**config.mk**
```make
export PLATFORM = sky130hd
export DESIGN_NAME = player_gun
export DESIGN_NICKNAME = d
export VERILOG_FILES = /design/src/rtl/player_gun_pkg.sv /design/src/rtl/player_gun_tick_timer.sv /design/src/rtl/player_gun.sv
export SDC_FILE = /design/constraint.sdc
export NUM_CORES = 1
export LEC_CHECK = 0
export CAP_MARGIN = 0
export CORE_ASPECT_RATIO = 1.75
export CORE_UTILIZATION = 58
export CTS_CLUSTER_DIAMETER = 150
export DETAILED_ROUTE_END_ITERATION = 8
export GPL_TIMING_DRIVEN = 0
export PLACE_DENSITY = 0.86
export SETUP_SLACK_MARGIN = 0.3
export SYNTH_ARGS = -nofsm -noshare
export SYNTH_HDL_FRONTEND = slang
export SYNTH_SLANG_ARGS = --single-unit
```
**constraint.sdc**
```tcl
create_clock -name clk -period 9.6 [get_ports clk]
set_input_delay 1.44 -clock clk [delete_from_list [all_inputs] [get_ports clk]]
set_output_delay 1.44 -clock clk [all_outputs]
set_load 0.02 [all_outputs]
```
**src/rtl/player_gun_pkg.sv**
```systemverilog
// Shared types and default constants for the player gun block.
package gun_pkg;

  typedef enum logic [1:0] {
    S_OVER,
    S_READY,
    S_COOLDOWN,
    S_RELOAD
  } gun_state_t;

  localparam int COOLDOWN_TICKS_DEF = 2_499_999;
  localparam int RELOAD_TICKS_DEF   = 49_999_999;
  localparam int MAX_AMMO_DEF       = 6;
  localparam int CROSS_R_DEF        = 4;
  localparam int SCORE_W            = 16;

  function automatic int max_int(input int a, input int b);
    return (a > b) ? a : b;
  endfunction

endpackage

```
**src/rtl/player_gun_tick_timer.sv**
```systemverilog
// Loadable down-counter shared by the cooldown and reload phases.
// It parks at zero and reports zero until the next load.
module tick_timer #(
  parameter int W = 8
) (
  input  logic         clk,
  input  logic         reset,
  input  logic         load,
  input  logic [W-1:0] value,
  output logic         zero
);

  logic [W-1:0] count_q, count_d;

  // NOTE: count_d gets a default before any branch, so no path leaves it unassigned and no latch is inferred.
  always_comb begin
    count_d = count_q;
    if (load) begin
      count_d = value;
    end else if (count_q != '0) begin
      count_d = count_q - W'(1);
    end
  end

  // NOTE: state flops use non-blocking assignments so every flop samples pre-edge values.
  always_ff @(posedge clk or posedge reset) begin
    if (reset) begin
      count_q <= '0;
    end else begin
      count_q <= count_d;
    end
  end

  assign zero = (count_q == '0);

endmodule

```
**src/rtl/player_gun.sv**
```systemverilog
// Player-side shot initiator: trigger edge detect, cooldown/ammo/reload FSM,
// kill scoring and crosshair render bit.
module player_gun
  import gun_pkg::*;
#(
  parameter int COOLDOWN_TICKS = COOLDOWN_TICKS_DEF,
  parameter int RELOAD_TICKS   = RELOAD_TICKS_DEF,
  parameter int MAX_AMMO       = MAX_AMMO_DEF,
  parameter int CROSS_R        = CROSS_R_DEF
) (
  input  logic                          clk,
  input  logic                          reset,
  input  logic                          start,
  input  logic                          gameover,
  input  logic                          trigger,
  input  logic [9:0]                    aim_x,
  input  logic [8:0]                    aim_y,
  input  logic [9:0]                    x,
  input  logic [8:0]                    y,
  input  logic                          killed,
  output logic                          shot,
  output logic [9:0]                    shoot_x,
  output logic [8:0]                    shoot_y,
  output logic [$clog2(MAX_AMMO+1)-1:0] ammo,
  output logic                          reloading,
  output logic [SCORE_W-1:0]            score,
  output logic                          render
);

  localparam int AMMO_W  = $clog2(MAX_AMMO + 1);
  localparam int TIMER_W = $clog2(max_int(COOLDOWN_TICKS, RELOAD_TICKS) + 1);

  localparam logic [AMMO_W-1:0]  AMMO_FULL   = AMMO_W'(MAX_AMMO);
  localparam logic [TIMER_W-1:0] COOL_LOAD   = TIMER_W'(COOLDOWN_TICKS);
  localparam logic [TIMER_W-1:0] RELOAD_LOAD = TIMER_W'(RELOAD_TICKS);
  localparam logic [10:0]        CR_X        = 11'(CROSS_R);
  localparam logic [9:0]         CR_Y        = 10'(CROSS_R);

  gun_state_t         state_q, state_d;
  logic               shot_q, shot_d;
  logic [9:0]         shoot_x_q, shoot_x_d;
  logic [8:0]         shoot_y_q, shoot_y_d;
  logic [AMMO_W-1:0]  ammo_q, ammo_d;
  logic [SCORE_W-1:0] score_q, score_d;
  logic               trig_prev_q;
  logic               fire;
  logic               timer_load;
  logic [TIMER_W-1:0] timer_value;
  logic               timer_zero;

  tick_timer #(.W(TIMER_W)) u_timer (
    .clk   (clk),
    .reset (reset),
    .load  (timer_load),
    .value (timer_value),
    .zero  (timer_zero)
  );

  assign fire = trigger & ~trig_prev_q;

  always_comb begin
    state_d     = state_q;
    shot_d      = 1'b0;
    shoot_x_d   = shoot_x_q;
    shoot_y_d   = shoot_y_q;
    ammo_d      = ammo_q;
    score_d     = score_q;
    timer_load  = 1'b0;
    timer_value = '0;

    if (state_q != S_OVER && killed && score_q != {SCORE_W{1'b1}}) begin
      score_d = score_q + SCORE_W'(1);
    end

    // gameover pre-empts every other move, including a same-cycle fire
    if (state_q != S_OVER && gameover) begin
      state_d = S_OVER;
    end else begin
      case (state_q)
        S_OVER: begin
          if (start && !gameover) begin
            state_d = S_READY;
            ammo_d  = AMMO_FULL;
            score_d = '0;
          end
        end
        S_READY: begin
          if (ammo_q == '0) begin
            state_d     = S_RELOAD;
            timer_load  = 1'b1;
            timer_value = RELOAD_LOAD;
          end else if (fire) begin
            state_d     = S_COOLDOWN;
            shot_d      = 1'b1;
            shoot_x_d   = aim_x;
            shoot_y_d   = aim_y;
            ammo_d      = ammo_q - AMMO_W'(1);
            timer_load  = 1'b1;
            timer_value = COOL_LOAD;
          end
        end
        S_COOLDOWN: begin
          if (timer_zero) begin
            if (ammo_q == '0) begin
              state_d     = S_RELOAD;
              timer_load  = 1'b1;
              timer_value = RELOAD_LOAD;
            end else begin
              state_d = S_READY;
            end
          end
        end
        S_RELOAD: begin
          if (timer_zero) begin
            state_d = S_READY;
            ammo_d  = AMMO_FULL;
          end
        end
        default: state_d = S_OVER;
      endcase
    end
  end

  always_ff @(posedge clk or posedge reset) begin
    if (reset) begin
      state_q     <= S_OVER;
      shot_q      <= 1'b0;
      shoot_x_q   <= '0;
      shoot_y_q   <= '0;
      ammo_q      <= '0;
      score_q     <= '0;
      trig_prev_q <= 1'b0;
    end else begin
      state_q     <= state_d;
      shot_q      <= shot_d;
      shoot_x_q   <= shoot_x_d;
      shoot_y_q   <= shoot_y_d;
      ammo_q      <= ammo_d;
      score_q     <= score_d;
      trig_prev_q <= trigger;
    end
  end

  // Differences are taken one bit wider than the operands so screen edges never wrap.
  logic [10:0] dx, dx_abs;
  logic [9:0]  dy, dy_abs;

  always_comb begin
    dx     = {1'b0, x} - {1'b0, aim_x};
    dy     = {1'b0, y} - {1'b0, aim_y};
    dx_abs = dx[10] ? (~dx + 11'd1) : dx;
    dy_abs = dy[9]  ? (~dy + 10'd1) : dy;
    render = (state_q != S_OVER) &&
             (((y == aim_y) && (dx_abs <= CR_X)) || ((x == aim_x) && (dy_abs <= CR_Y)));
  end

  assign shot      = shot_q;
  assign shoot_x   = shoot_x_q;
  assign shoot_y   = shoot_y_q;
  assign ammo      = ammo_q;
  assign score     = score_q;
  assign reloading = (state_q == S_RELOAD);

endmodule
```
==> key figures <==
Drt
  • Detailed Route Iter0 Violations: 287
  • Pre-antenna DRT Iters: 5
  • Routed wire per std cell: 15.9 microns
  • Routed WL: 12800 microns
  • Post-route ant nets: 0
  • Routed via count: 4713
  • Detailed-route DRC error count: 0
  • Avg Vias per Cell: 5.84

CTS
  • CTS H-tree lvls: 3
  • Root Buffer: clkbuf_16
  • CTS buffer count: 9
  • PostCTS Resize Cnt: 0
  • Postcts setup bufs: 0
  • Clock Latency Late Sink: 0.33 ns
  • Clock tree buffer depth: 2
  • CTS tree: done
  • Clk pin slew, worst setup/hold paths: 0.06 ns
  • CTS sink count: 68
  • CTS Hold Bufs: 0

Synth
  • Dominant synthesized flop cell: dfrtp_1
  • Number of synthesized flops with an enable pin: 0
  • XOR/XNOR Fraction of Synth Area: 7.96%
  • Cells after synthesis: 592
  • Synth Cell Area: 4950 sq um
  • Yosys warns: 0
  • Mapped Avg Cell Area: 8.37 sq um
  • Synth async-reset ratio: 100%
  • Post-synthesis adder-cell area fraction: 7.63%
  • Register area share after synthesis: 34.4%
  • Simple-Gate Fraction of Synth Area: 24.0%
  • Largest family of logic cells by synthesized area: simple AND/OR/NAND/NOR gates
  • Mux contribution to synthesized area: 1.67%
  • Post-synthesis net count: 665
  • Synthesized flop and latch total: 68
  • Yosys cell types: 72
  • Post-synthesis compound-gate area fraction: 18.7%

Critical path
  • R2R depth: 8
  • R2R Setup Slk: 6.87 ns
  • Critical-path maximum fanout: 5
  • RR Startpoint: state_q[0]$_DFFE_PP0P_
  • Worst Setup Path Type: input pin to output port
  • Critical Path AT: 5.20 ns
  • Critical path startpoint category: input pin
  • Worst Path Required: 8.16 ns
  • Worst setup EP type: output port
  • R2R Path End: u_timer.count_q[10]$_DFFE_PP0P_
  • Worst setup endpoint: render
  • Crit. Startpoint: aim_x[0]

Power and ir drop
  • Register share of total power: 33.7%
  • NetSw: 574 uW
  • Clk pwr share: 23.4%
  • Combinational share of power: 42.9%
  • Pint: 877 uW
  • Pleak: 0.00274 uW
  • Sw Ratio: 39.5%
  • Power per cell area: 232 nW/um^2
  • VDD IR-drop max: 122 uV

Floorplanning
  • Core ar.: 8310 sq um
  • FP Rows: 44
  • Die Ht: 124 microns
  • Starting density of the core: 59.6%
  • Die span in x: 71.9 microns
  • Full die area: 8930 sq um
  • Io pins: 85

Cells and area
  • Synth-to-layout area growth: 26.1%
  • Nets: 760
  • Filler cells: 601
  • ANT cells: 0
  • Share of cells above drive strength 1: 7.51%
  • Final core utilization: 75.1%

Placement
  • Placer Congestion: 0.867
  • Port Buffer Count: 84
  • Dpl hpwl: 9600 microns

STA
  • Slew @ Worst Pin: 0.858 ns
  • Final count of negative-setup-slack endpoints: 0
  • Clk_skew: 0.00447 ns
  • Fin crit period: 6.64 ns
  • Part of the cycle the worst path needs: 69.2%
  • FMAX: 151 MHz
  • Final Hold Viols: 0
  • Relative slew slack: 42.8%
  • Total negative slack: 0 ns
  • Slew Limit Fails: 0
  • Unrepaired setup endpoints after global routing: no

Run status
  • Outcome: finished, final reports clean

GRT
  • Global-route wire length before repair: 20900 microns
  • Global routing usage on met3: 5.34%
  • Antenna violations before repair: 0
  • Largest net degree at the start of global routing: 69
  • Vias in the first global route: 4692
  • Met2 Usage GRT: 54.2%
  • Met1 Track Usage GR: 31.1%
  • Remaining Overflow, GRT: 0
  • Tot GR Track Use: 29.4%
  • Layer with the highest usage: met2

Flow run
  • MaxCap Viol Count: 0

Hold path
  • Worst min-delay path category: register to register
[through the flow]
step,hold slack [ns],instances,area [sq um],setup WS (ns),total power (uW)
after global placement,0.462,791,5940,3.03,1070
after CTS,0.490,807,6240,3.00,1450
final,0.486,807,6240,2.96,1450
after detailed placement,0.478,791,5940,3.04,1110
after floorplan,0.502,592,4950,4.18,885
after global routing,0.500,807,6240,2.64,1530
[cells in the mapped netlist (3+ instances only)]
library cell | instances | area [sq um]
nand2_1 | 70 | 263
dfrtp_1 | 68 | 1700
nor2_1 | 58 | 218
inv_1 | 44 | 165
o21ai_0 | 38 | 190
a21oi_1 | 34 | 170
ha_1 | 27 | 338
xnor2_1 | 25 | 219
nand3_1 | 22 | 110
nor3_1 | 21 | 105
xor2_1 | 20 | 175
o21ai_1 | 13 | 65.1
buf_2 | 10 | 50.1
clkbuf_1 | 10 | 37.5
nor2b_1 | 8 | 50.1
nor4_1 | 7 | 43.8
or3_1 | 7 | 43.8
mux2i_1 | 6 | 60.1
nand2b_1 | 6 | 37.5
nand4_1 | 6 | 37.5
a21o_1 | 5 | 37.5
o21a_1 | 5 | 37.5
o22ai_1 | 5 | 31.3
a211oi_1 | 4 | 30.0
and3_1 | 4 | 25.0
o21bai_1 | 4 | 30.0
a31oi_1 | 3 | 18.8
o211ai_1 | 3 | 22.5
o221ai_1 | 3 | 26.3
o31ai_1 | 3 | 22.5
[cell type report]
class	instances	area, sq um	area share, %
flip-flops and latches	68	1700	27.2
plain buffers	23	114	1.82
multi-input cells	456	2970	47.5
clock buffers	12	256	4.11
repair buffers	84	841	13.5
inverters	45	171	2.74
well taps	115	144	2.30
clock inverters	4	47.5	0.761
[kinds of logic after synthesis]
family                     count (synthesis)
buffers and inverters                     68
adders and majority gates                 29
DFF                                       68
muxes                                      8
xor gates and xnor gates                  45
AOI/OAI and AO/OA                        142
and+or+nand+nor                          232
[sequential cells by signal, indices dropped and copies added (netlist names)]
register         flops
shoot_y              9
state_q              2
ammo                 3
shot                 1
u_timer.count_q     26
score               16
trig_prev_q          1
shoot_x             10
[power by group through the flow]
stage	clock, uW	combinational (uW)	sequential, uW
after floorplan	0	358	526
after detailed placement	0	615	490
final	339	623	488
after global placement	0	593	480
after CTS	342	622	485
after global routing	353	679	500
[routing by layer]
layer  wire length [microns]  part of all wire, %  vias to the layer above
met3                     477                  3.7                       38
met1                    4880                   38                     2275
li1                        -                    -                     2260
met4                     424                  3.3                        0
met2                    7040                   55                      140
met5                       0                    0                        -
[critical path: stages]
cell and delay [ns]:
clkdlybuf4s50_1 0.48, ha_1 0.18, inv_1 0.06, fa_1 0.47, xnor2_1 0.32, nand2_1 0.08
o21ai_0 0.09, a32oi_1 0.18, nor3_1 0.38, mux2_2 0.38, a211oi_1 0.18, o311ai_1 0.15
o32ai_1 0.14, clkdlybuf4s50_1 0.66
[worst min-delay path by stage]
stage,endpoint,cells past startpoint,slack (ns),from
finish,shoot_x[8]$_DFFE_PP0P_,2,0.49,shoot_x[8]$_DFFE_PP0P_
floorplan,u_timer.count_q[11]$_DFFE_PP0P_,2,0.50,u_timer.count_q[11]$_DFFE_PP0P_
global placement,shoot_y[5]$_DFFE_PP0P_,2,0.46,shoot_y[5]$_DFFE_PP0P_
CTS,shoot_y[7]$_DFFE_PP0P_,2,0.49,shoot_y[7]$_DFFE_PP0P_
detailed placement,shoot_y[7]$_DFFE_PP0P_,2,0.48,shoot_y[7]$_DFFE_PP0P_
global route,shoot_y[0]$_DFFE_PP0P_,2,0.50,shoot_y[0]$_DFFE_PP0P_
[cells in the final DEF, fill, tap and decap left out, drive strengths merged, types with 7 or more instances in the layout]
master,netlist,routed
dfrtp,68,68
nand3,24,24
or3,7,7
o21ai,53,53
nor4,10,10
nor3,24,24
ha,27,27
clkdlybuf4s50,0,84
buf,13,13
inv,45,45
nand2,70,70
xnor2,25,25
a21oi,35,35
nor2,59,59
xor2,20,20
nor2b,8,8
clkbuf,10,22
Power figures use the tool's default switching activity.
